==> src/rtl/mips_mem_arbiter.sv <==
// Arbitrates the multicycle MIPS core's instruction-fetch and load/store paths
// onto one Avalon-style memory master port, with round-robin tie-breaking.
module mips_mem_arbiter #(
  parameter int WAIT_TIMEOUT = 0,
  parameter int CNT_WIDTH    = 8
) (
  input  logic        clk,
  input  logic        rst,
  input  logic        halt,
  input  logic        i_req,
  input  logic [31:0] i_addr,
  output logic        i_ack,
  output logic [31:0] i_rdata,
  input  logic        d_req,
  input  logic        d_write,
  input  logic [31:0] d_addr,
  input  logic [31:0] d_wdata,
  input  logic [3:0]  d_byteenable,
  output logic        d_ack,
  output logic [31:0] d_rdata,
  output logic        err,
  output logic        busy,
  output logic [31:0] address,
  output logic        read,
  output logic        write,
  output logic [31:0] writedata,
  output logic [3:0]  byteenable,
  input  logic [31:0] readdata,
  input  logic        waitrequest
);

  typedef enum logic [1:0] {IDLE, BUS, ACK} state_t;

  localparam bit TIMEOUT_EN = (WAIT_TIMEOUT != 0);
  localparam logic [CNT_WIDTH-1:0] TIMEOUT_LAST =
    CNT_WIDTH'(TIMEOUT_EN ? WAIT_TIMEOUT - 1 : 0);

  state_t state, state_n;

  // last_d: previous grant went to data; owner_d: the transfer in flight is a data access
  logic                 last_d, last_d_n;
  logic                 owner_d, owner_d_n;
  logic                 pick_d;
  logic [CNT_WIDTH-1:0] stall_cnt, stall_cnt_n;

  logic [31:0] address_n, writedata_n, i_rdata_n, d_rdata_n;
  logic        read_n, write_n, i_ack_n, d_ack_n, err_n;
  logic [3:0]  byteenable_n;

  always_comb begin
    state_n      = state;
    last_d_n     = last_d;
    owner_d_n    = owner_d;
    pick_d       = 1'b0;
    stall_cnt_n  = stall_cnt;
    address_n    = address;
    read_n       = read;
    write_n      = write;
    writedata_n  = writedata;
    byteenable_n = byteenable;
    i_rdata_n    = i_rdata;
    d_rdata_n    = d_rdata;
    i_ack_n      = 1'b0;
    d_ack_n      = 1'b0;
    err_n        = 1'b0;

    case (state)
      IDLE: begin
        stall_cnt_n = '0;
        if (!halt && (i_req || d_req)) begin
          // on a tie the requester that did not win last time goes first
          pick_d    = d_req && (!i_req || !last_d);
          state_n   = BUS;
          last_d_n  = pick_d;
          owner_d_n = pick_d;
          if (pick_d) begin
            address_n    = d_addr;
            read_n       = ~d_write;
            write_n      = d_write;
            writedata_n  = d_wdata;
            byteenable_n = d_byteenable;
          end else begin
            address_n    = i_addr;
            read_n       = 1'b1;
            write_n      = 1'b0;
            writedata_n  = '0;
            byteenable_n = 4'b1111;
          end
        end
      end

      BUS: begin
        if (!waitrequest) begin
          read_n      = 1'b0;
          write_n     = 1'b0;
          stall_cnt_n = '0;
          state_n     = ACK;
          if (owner_d) begin
            d_ack_n = 1'b1;
            if (!write) d_rdata_n = readdata;
          end else begin
            i_ack_n   = 1'b1;
            i_rdata_n = readdata;
          end
        end else if (TIMEOUT_EN && stall_cnt == TIMEOUT_LAST) begin
          read_n      = 1'b0;
          write_n     = 1'b0;
          stall_cnt_n = '0;
          state_n     = ACK;
          err_n       = 1'b1;
          if (owner_d) begin
            d_ack_n   = 1'b1;
            d_rdata_n = '0;
          end else begin
            i_ack_n   = 1'b1;
            i_rdata_n = '0;
          end
        end else begin
          stall_cnt_n = stall_cnt + CNT_WIDTH'(1);
        end
      end

      ACK: state_n = IDLE;

      default: state_n = IDLE;
    endcase
  end

  always_ff @(posedge clk) begin
    if (rst) begin
      state      <= IDLE;
      last_d     <= 1'b1;
      owner_d    <= 1'b0;
      stall_cnt  <= '0;
      address    <= '0;
      read       <= 1'b0;
      write      <= 1'b0;
      writedata  <= '0;
      byteenable <= '0;
      i_ack      <= 1'b0;
      d_ack      <= 1'b0;
      err        <= 1'b0;
      i_rdata    <= '0;
      d_rdata    <= '0;
    end else begin
      state      <= state_n;
      last_d     <= last_d_n;
      owner_d    <= owner_d_n;
      stall_cnt  <= stall_cnt_n;
      address    <= address_n;
      read       <= read_n;
      write      <= write_n;
      writedata  <= writedata_n;
      byteenable <= byteenable_n;
      i_ack      <= i_ack_n;
      d_ack      <= d_ack_n;
      err        <= err_n;
      i_rdata    <= i_rdata_n;
      d_rdata    <= d_rdata_n;
    end
  end

  assign busy = (state != IDLE);

endmodule

==> config.mk <==
export PLATFORM = sky130hd
export DESIGN_NAME = mips_mem_arbiter
export DESIGN_NICKNAME = d
export VERILOG_FILES = /design/src/rtl/mips_mem_arbiter.sv
export SDC_FILE = /design/constraint.sdc
export NUM_CORES = 1
export LEC_CHECK = 0
export CAP_MARGIN = 5
export CORE_MARGIN = 2
export CORE_UTILIZATION = 40
export CTS_CLUSTER_SIZE = 25
export DETAILED_ROUTE_END_ITERATION = 10
export HOLD_SLACK_MARGIN = 0.15
export PLACE_DENSITY = 0.8
export SLEW_MARGIN = 20
export SYNTH_ARGS = -nofsm -noshare
export SYNTH_HDL_FRONTEND = slang
export SYNTH_SLANG_ARGS = --single-unit
==> constraint.sdc <==
create_clock -name clk -period 1.8 [get_ports clk]
set_input_delay 0.27 -clock clk [delete_from_list [all_inputs] [get_ports clk]]
set_output_delay 0.27 -clock clk [all_outputs]
set_load 0.05 [all_outputs]
==> metrics.txt <==
status=finished clean; Crit path max-delay family=flip-flops; crit path buf inv count=2; combinational group share of total power=19.9%; worst hold slack=approximately 0.37 ns; DIE AREA=0.0148 mm²; Rel. slew slack=59.0%; signed area change from the synthesized netlist to the final layout=64.8%; CP Max Fanout=6; die extent in x=122 µm; pre-CTS setup slack=-0.215 ns; setup repair after global routing missed its margin=no; Internal=0.00614 W; fin crit share=94.2%; input/output buffers=275; path category of the worst min-delay check=in -> reg; relative contribution of sequential cells to total power=38.7%; main combinational cell family by area after synthesis=simple AND/OR/NAND/NOR gates; net switching power=0.00241 W; number of H-tree branching levels=4; post-synthesis mux area share=0%; synthesized-area fraction occupied by and/or/nand/nor cells=around 25%; PwrDens=between 900 and 1000 mW/mm²; actual slew at the worst max-slew pin=roughly 0.6 ns; via/cell ratio=approximately 5.5; count of flip-flops with a built-in enable after synthesis=0; net count reported at finish=1,069; remaining antenna violation count=0; area fraction in compound gates after synthesis=19.0%; maximum frequency from static timing analysis=just under 600 MHz; Cell Rows=43; clock tree from TritonCTS=done; required time of the critical path=1.53 ns; Sw Share=28.2%; number of CTS-inserted buffers=17; maximum root-to-sink buffer count=2; post-synthesis instance area=approximately 0.0056 mm²; largest net degree at the start of global routing=about 90; chip height=122 µm; iteration-0 DRC count of the detailed router=531; number of cells on the worst reg-to-reg path=5; Core Area=0.0137 mm²; clock-pin slew on the worst setup and hold paths=0.06 ns; Seq/Total Area, Yosys=approximately half; final worst path period need=1.70 ns; post-detailed-routing wire length=approximately 19 mm; total of flip-flops plus latches after synthesis=between 100 and 150; DR vias=just over 6,000; Post-Synth Adder-Cell Area=0%; warning count from the yosys run=0; vias in the first global route=5,832; HPWL after detailed placement=12.6 mm; syn nets=816; Critical Setup Path Class=reg -> out; routability congestion estimate from global placement=0.831; average wire per standard cell=17.0 µm; global-route wire length before repair=about 30 mm; kind of launch point of the worst setup path=flop; standby leakage power=3.65 nW; effective utilization at floorplan=40.5%; total setup buffers inserted after CTS=0; number of ports placed on the die boundary=277; synthesized area per cell=8.21 µm²; fraction of synthesis flops using an asynchronous set or reset pin=0%; Final setup violation count=0; Final Worst Setup Slack=0.104 ns; residual overflow from global routing=0; Setup Skew=~0.008 ns; Final Hold Violating Endpoints=0; number of unique standard cell types used by synthesis=32; diode insertion count for antenna repair=0; layout cell share with drive strength beyond 1=between 10 and 15%; Critical-path top delay cell=dfxtp_1; Slowest Stage Delay on Critical Path=0.37 ns; Cells after Synth=677; worst hold path cell count=2; top_reg_cell synth=dfxtp_1; crit end category=output port; final routed DRC violation total=0; Worst-Skew Late Latency=0.42 ns; largest voltage drop on the vdd net=0.595 mV; initial antenna violation count=0; CP cell instances=buf_4 > or2_2 > buf_12; Clock Root Buffer=clkbuf_16; clk sink count=140; total routing resource utilization after global routing=~25%; WP data arrival=about 1.4 ns; Crit path depth=3; XOR/XNOR share of the synthesized area=0%; # Max-Cap Violations=0; fill cell instance count of the final layout=approximately 1,200; Final Max Tran Viols=0; power share of the clock group=approximately two fifths; number of search-and-repair iterations in the first detailed-routing pass=6
-- layer usage --
| layer | global-route usage [%] | vias up | wire, µm |
|---|---|---|---|
| met5 | 0 | - | 0 |
| met4 | 9.63 | 0 | 431 |
| met3 | 8.38 | 33 | 1660 |
| met2 | 41.7 | 258 | 9320 |
| met1 | 29.7 | 2892 | 7660 |
| li1 | - | 2938 | - |
-- per-stage QoR --
stage               cells  total power [W]  utilization [%]  setup TNS [ns]  instance area (µm²)
floorplan             677          0.00431                -               0                 5560
global placement     1090          0.00510             62.9           -7.77                 8630
detailed placement   1090          0.00511             62.9          -10.56                 8630
CTS                  1120          0.00860             66.4               0                 9100
global route         1121          0.00886             66.8               0                 9160
finish               1121          0.00856             66.8               0                 9160
-- cells in the mapped netlist, types with 2 or more instances --
| master | n | area (µm²) |
|---|---|---|
| a21oi_1 | 136 | 681 |
| buf_1 | 2 | 7.51 |
| buf_2 | 10 | 50.1 |
| buf_6 | 2 | 22.5 |
| clkbuf_1 | 63 | 236 |
| dfxtp_1 | 140 | 2800 |
| nand2_1 | 66 | 248 |
| nand3_1 | 64 | 320 |
| nor2_1 | 3 | 11.3 |
| nor2b_1 | 2 | 12.5 |
| nor3_1 | 40 | 200 |
| nor4_1 | 32 | 200 |
| nor4b_1 | 32 | 280 |
| o211ai_1 | 2 | 15.0 |
| o21ai_0 | 65 | 325 |
| or2_2 | 2 | 12.5 |
-- cell usage in the layout (no fill, tap or decap), types with 2 or more instances in the layout --
master           Yosys  final
nor4b_2              1      3
o21ai_0             65     64
clkbuf_16            0     18
clkdlybuf4s50_1      0    137
dlygate4sd2_1        0    100
clkinv_2             0      3
buf_12               0     16
nand3_1             64     64
bufinv_16            0      3
nor2b_2              0      2
nor4b_1             32     29
or2_2                2      2
nor3_1              40     40
nor4_1              32     32
clkinvlp_4           0      3
o211ai_1             2      2
clkinv_4             0      2
a21oi_1            136    136
nand2_1             66     66
nor2_1               3      2
clkbuf_8             0      2
buf_4                1     57
dfxtp_1            140    140
-- state kept, by name (all words and copies together) (netlist names) --
signal,cells
state,2
d_ack,1
read,1
writedata,32
address,32
d_rdata,32
last_d,1
byteenable,4
i_ack,1
write,1
i_rdata,32
owner_d,1
-- power groups by stage --
stage	logic, W	clock network, W	registers, W
2_1_floorplan	0.000480	0	0.00383
3_3_place_gp	0.00173	0	0.00338
3_5_place_dp	0.00173	0	0.00338
4_1_cts	0.00168	0.00360	0.00331
5_1_grt	0.00180	0.00373	0.00333
6_report	0.00170	0.00354	0.00331
-- what timing repair did --
item / CTS / global route
endpoints found under the hold margin: 0 / 0
hold buffers: 0 / 0
cloned: 0 / 1
pin swaps: 0 / 0
resized for setup: 100 / 6
setup endpoints to repair: 100 / 15
-- cells by family (layout without fill, tap and decap cells) --
kind of cell | after synthesis | after routing
flops | 140 | 140
buf+inv | 78 | 342
simple gates | 251 | 251
other cells | 1 | 1
compound gates | 207 | 207
-- worst paths after layout --
kind | to | slack (ns) | start
setup / recovery | busy | 0.10 | state[0]
hold / removal | i_ack | 0.37 | rst
setup reg to reg | i_rdata[19] | 0.12 | state[1]
hold reg to reg | i_rdata[18] | 0.45 | i_rdata[18]
-- layout make-up --
| type | count | area, µm² | area share (%) |
|---|---|---|---|
| timing repair buffer | 312 | 3050 | 33.3 |
| sequential | 140 | 2800 | 30.6 |
| multi-input combinational | 459 | 2480 | 27.1 |
| clock buffer | 19 | 453 | 4.95 |
| tap | 180 | 225 | 2.46 |
| clock inverter | 11 | 145 | 1.58 |
No activity file was read; power rests on OpenSTA's default activity.
